$ cat config.mk
export PLATFORM = sky130hd
export DESIGN_NAME = serial_subtractor
export DESIGN_NICKNAME = d
export VERILOG_FILES = /design/src/rtl/serial_subtractor.sv
export SDC_FILE = /design/constraint.sdc
export NUM_CORES = 1
export LEC_CHECK = 0
export CORE_ASPECT_RATIO = 1.4
export CORE_MARGIN = 3
export CORE_UTILIZATION = 48
export CTS_BUF_LIST = sky130_fd_sc_hd__clkbuf_2
export DETAILED_ROUTE_END_ITERATION = 12
export PLACE_DENSITY = 0.77
export SLEW_MARGIN = 25
export SYNTH_ARGS = -nofsm -noshare
export SYNTH_HDL_FRONTEND = slang
export SYNTH_SLANG_ARGS = --single-unit
$ cat constraint.sdc
create_clock -name clk -period 1.4 [get_ports clk]
set_input_delay 0.28 -clock clk [delete_from_list [all_inputs] [get_ports clk]]
set_output_delay 0.28 -clock clk [all_outputs]
set_load 0.01 [all_outputs]
$ cat src/rtl/serial_subtractor.sv
// Bit-serial subtractor: computes a - b - bin one bit per cycle, LSB first.
// A start in IDLE captures the operands; WIDTH RUN cycles later the result is
// latched into diff/bout and done pulses for the single DONE cycle.
// Optional feature: define SERIAL_SUB_OVF_EN to add the signed overflow output.
module serial_subtractor #(
    parameter int unsigned WIDTH = 8
) (
    input  logic             clk,
    input  logic             rst_n,
    input  logic             start,
    input  logic [WIDTH-1:0] a,
    input  logic [WIDTH-1:0] b,
    input  logic             bin,
    output logic             busy,
    output logic             done,
    output logic [WIDTH-1:0] diff,
    output logic             bout
`ifdef SERIAL_SUB_OVF_EN
    ,
    output logic             overflow
`endif
);

    // One extra bit so the counter reaches WIDTH without wrapping.
    localparam int unsigned CntW = $clog2(WIDTH) + 1;

    typedef enum logic [1:0] {
        StIdle,
        StRun,
        StDone
    } state_e;

    state_e             state_q, state_d;
    logic [WIDTH-1:0]   a_sh_q;
    logic [WIDTH-1:0]   b_sh_q;
    logic [WIDTH-1:0]   part_q;
    logic               br_q;
    logic [CntW-1:0]    cnt_q;
    logic [WIDTH-1:0]   diff_q;
    logic               bout_q;
    logic               d_bit;
    logic               br_next;
    logic               last_bit;
    logic [WIDTH-1:0]   part_next;

`ifdef SERIAL_SUB_OVF_EN
    logic               a_msb_q;
    logic               b_msb_q;
    logic               ovf_q;
`endif

    // Full-subtractor cell and the shifted partial result for this cycle.
    always_comb begin
        d_bit     = a_sh_q[0] ^ b_sh_q[0] ^ br_q;
        br_next   = (~a_sh_q[0] & b_sh_q[0]) | (~(a_sh_q[0] ^ b_sh_q[0]) & br_q);
        part_next = {d_bit, part_q[WIDTH-1:1]};
        last_bit  = (cnt_q == CntW'(WIDTH - 1));
    end

    // FSM state register.
    always_ff @(posedge clk or negedge rst_n) begin
        if (!rst_n) begin
            state_q <= StIdle;
        end else begin
            state_q <= state_d;
        end
    end

    // FSM next-state and status outputs.
    always_comb begin
        state_d = state_q;
        busy    = 1'b0;
        done    = 1'b0;
        case (state_q)
            StIdle: begin
                if (start) begin
                    state_d = StRun;
                end
            end
            StRun: begin
                busy = 1'b1;
                if (last_bit) begin
                    state_d = StDone;
                end
            end
            StDone: begin
                done    = 1'b1;
                state_d = StIdle;
            end
            default: begin
                state_d = StIdle;
            end
        endcase
    end

    // Datapath: operand capture, per-bit shift, result latch on DONE entry.
    always_ff @(posedge clk or negedge rst_n) begin
        if (!rst_n) begin
            a_sh_q  <= '0;
            b_sh_q  <= '0;
            part_q  <= '0;
            br_q    <= 1'b0;
            cnt_q   <= '0;
            diff_q  <= '0;
            bout_q  <= 1'b0;
`ifdef SERIAL_SUB_OVF_EN
            a_msb_q <= 1'b0;
            b_msb_q <= 1'b0;
            ovf_q   <= 1'b0;
`endif
        end else begin
            case (state_q)
                StIdle: begin
                    if (start) begin
                        a_sh_q  <= a;
                        b_sh_q  <= b;
                        br_q    <= bin;
                        part_q  <= '0;
                        cnt_q   <= '0;
`ifdef SERIAL_SUB_OVF_EN
                        // MSBs are gone from the shift registers by the end.
                        a_msb_q <= a[WIDTH-1];
                        b_msb_q <= b[WIDTH-1];
`endif
                    end
                end
                StRun: begin
                    a_sh_q <= a_sh_q >> 1;
                    b_sh_q <= b_sh_q >> 1;
                    part_q <= part_next;
                    br_q   <= br_next;
                    cnt_q  <= cnt_q + CntW'(1);
                    if (last_bit) begin
                        diff_q <= part_next;
                        bout_q <= br_next;
`ifdef SERIAL_SUB_OVF_EN
                        ovf_q  <= (a_msb_q ^ b_msb_q) & (d_bit ^ a_msb_q);
`endif
                    end
                end
                default: begin
                end
            endcase
        end
    end

    assign diff = diff_q;
    assign bout = bout_q;
`ifdef SERIAL_SUB_OVF_EN
    assign overflow = ovf_q;
`endif

endmodule

==> results.toml <==
[floorplan]
num_rows = 24
dieWidth_um = 56.2
initial_core_util = 0.522
io_pins = 31
core_area_um2 = 3240
dieArea_um2 = 4290
fp.dieH_um = 76.3

[timing]
hold_viol_final = 0
rsz0062_at_grt = "yes"
fin_crit_sh = 1.07
tightestPinTransition_ns = 0.402
finClkSkew_ns = 0.0190
max_slew_margin = 0.732
slew_viol_final = 0
worst_slack_ns = -0.0949
whs_ns = 0.284
setup_viol = 7
clock.fmax_mhz = 669
finalCriticalPeriod_ns = 1.49

[critical_path]
cp_data_arrival_time_ns = 1.21
crit_buf_inv = 3
path_common_cell = "buf_6"
max_stage_delay_ns = 0.43
cp_max_fo = 4
path_cells = "buf_6 -> nand2b_4 -> inv_2 -> buf_6"
cp.required_ns = 1.12
critPathLaunchType = "flip-flop"
crit_path_end_kind = "output port"
worstSetupPathType = "flip-flop to output port"
path_delay_family = "flip-flops"
critPathSlowestCell = "dfrtp_1"

[logic_synthesis]
ys.warnings.count = 0
yosysSeqAreaShare = 0.576
synth-compound-area-share = 0.210
synth_top_family_by_area = "compound AO/OA/AOI/OAI gates"
synth-simple-area-share = 0.0990
synth_xor_area_frac = 0
avgSynthCellArea_um2 = 11.4
synth_fa_ha_area_frac = 0.0192
syn-cell-area_um2 = 1690
synthCells = 149
post_synth_num_cell_types = 21
ys_ff_latch = 39
muxShareOfSynthArea = 0.0657
syn-num-nets = 171

[route]
routed_via_density = 5.57
wl_per_cell_um = 16.8
firstDrtPassIters = 4
via_count = 1414
ant_nets = 0
drc_errors = 0
first_iter_violations = 59
wl_mm = 4.27

[final_layout]
diodes = 0
final_common_cell = "dfrtp_1"
syn2layout_area_growth_pct = 42.7
fin_nets = 236
final_cell_mix = "dfrtp_1 (39), buf_4 (30), clkdlybuf4s50_1 (18)"
drive_above_1_share = 0.326

[placed_design]
dp_hpwl_mm = 2.77
io_buffers = 30
pre_cts_ws_ns = -0.119
gp_congestion = 0.776

[grt]
antenna_found_initial = 0
grt_pass1_wl_mm = 7.10
grt_max_degree = 24
grt_pass1_vias = 1560
grt.total_usage = 0.209
gr-total-overflow = 0

[cts]
clockBufferDepth = 2
cts_tree = "built"
clk_latency_ns = 0.41
cts_made_buffers = 5
cts.sinks = 39
clkTransAtPathRegs_ns = 0.21
cts.htree.levels = 2
root_buffer = "clkbuf_2"

[min_path]
hold_class = "input pin to asynchronous set/reset pin"

[run]
cap_violations = 0

[power_and_ir_drop]
p_per_area_nw_per_um2 = 2200
irDropWorstVdd_uv = 1480
leakage_nw = 1.12

[status]
status = "finished with violations"
failed_checks = "negative setup slack"
power breakdown:
part / switching (W) / internal, W
clock network: 0.000385 / 0.000489
logic: 0.00112 / 0.00141
registers: 0.000320 / 0.00160
metrics by stage:
stage,TNS (ns),util,instance area (um2),power (W),cells
finish,-0.532,0.745,2420,0.00532,254
CTS,-0.903,0.739,2400,0.00512,248
global route,-0.809,0.745,2420,0.00567,254
detailed placement,-1.72,0.672,2180,0.00408,228
floorplan,-0.279,-,1700,0.00311,149
global placement,-0.490,0.672,2180,0.00396,228
state kept, by name (all words and copies together), names as in the netlist:
name,count
br_q,1
part_q,7
diff,8
state_q,2
a_sh_q,8
cnt_q,4
bout,1
b_sh_q,8
per-layer routing:
layer,global-route usage,part of all wire
met1,0.246,0.39
met2,0.374,0.55
met3,0.0339,0.041
met4,0.0760,0.019
met5,0,0
repair_timing:
item                       in CTS  in global routing
gates cloned                    1                  0
gates resized for setup        32                 23
hold endpoints to repair       16                  0
hold buffers                    1                  0
pin swaps                       1                  2
setup endpoints to repair      19                 27
buffers inserted               10                  7
worst register-to-register path: stages, from the launching register on:
cell     delay, ns
dfrtp_1       0.42
ha_2          0.20
nand2_2       0.08
nor3_4        0.16
buf_6         0.14
buf_12        0.11
mux2_4        0.30
cells by family after synthesis:
kind of cell / count (synthesis)
muxes: 10
adders and majority gates: 2
and+or+nand+nor: 31
buffers and inverters: 13
DFF: 39
AOI/OAI and AO/OA: 54
worst paths after layout:
path	startpoint	slack [ns]	cells past startpoint	endpoint
min in group clk	a[6]	0.49	3	a_sh_q[6]$_DFFE_PN0P_
max in group asynchronous	rst_n	0.65	3	a_sh_q[4]$_DFFE_PN0P_
worst max register to register	cnt_q[0]$_DFFE_PN0P_	-0.08	6	diff[2]$_DFFE_PN0P_
worst max-delay path	state_q[0]$_DFFE_PN0P_	-0.09	4	busy
worst min-delay path	rst_n	0.28	2	diff[4]$_DFFE_PN0P_
worst min register to register	a_sh_q[3]$_DFFE_PN0P_	0.52	2	a_sh_q[3]$_DFFE_PN0P_
cells in the mapped netlist:
library cell	number	share of area
o21ai_0	18	0.053
mux2i_1	1	0.0059
ha_1	1	0.0074
buf_2	1	0.0030
a21oi_1	9	0.027
dfrtp_1	39	0.58
a22o_1	9	0.047
clkbuf_1	8	0.018
nand3_1	3	0.0089
or3_1	1	0.0037
nor2b_1	11	0.041
nor3_4	1	0.0096
o21bai_2	1	0.0066
nand2b_2	1	0.0052
a22oi_1	14	0.062
fa_1	1	0.012
mux2_2	9	0.060
a2bb2oi_1	3	0.016
nand2_1	12	0.027
inv_1	4	0.0089
nor2_1	2	0.0044
area by class of cell:
cell class / count / area [um2]
Multi-Input combinational cell: 97 / 716
Clock inverter: 2 / 60.1
Timing Repair Buffer: 67 / 572
Tap cell: 39 / 48.8
Sequential cell: 39 / 976
Inverter: 4 / 15.0
Clock buffer: 6 / 30.0
Fill cell: 233 / 826
No activity file was read; power rests on OpenSTA's default activity.
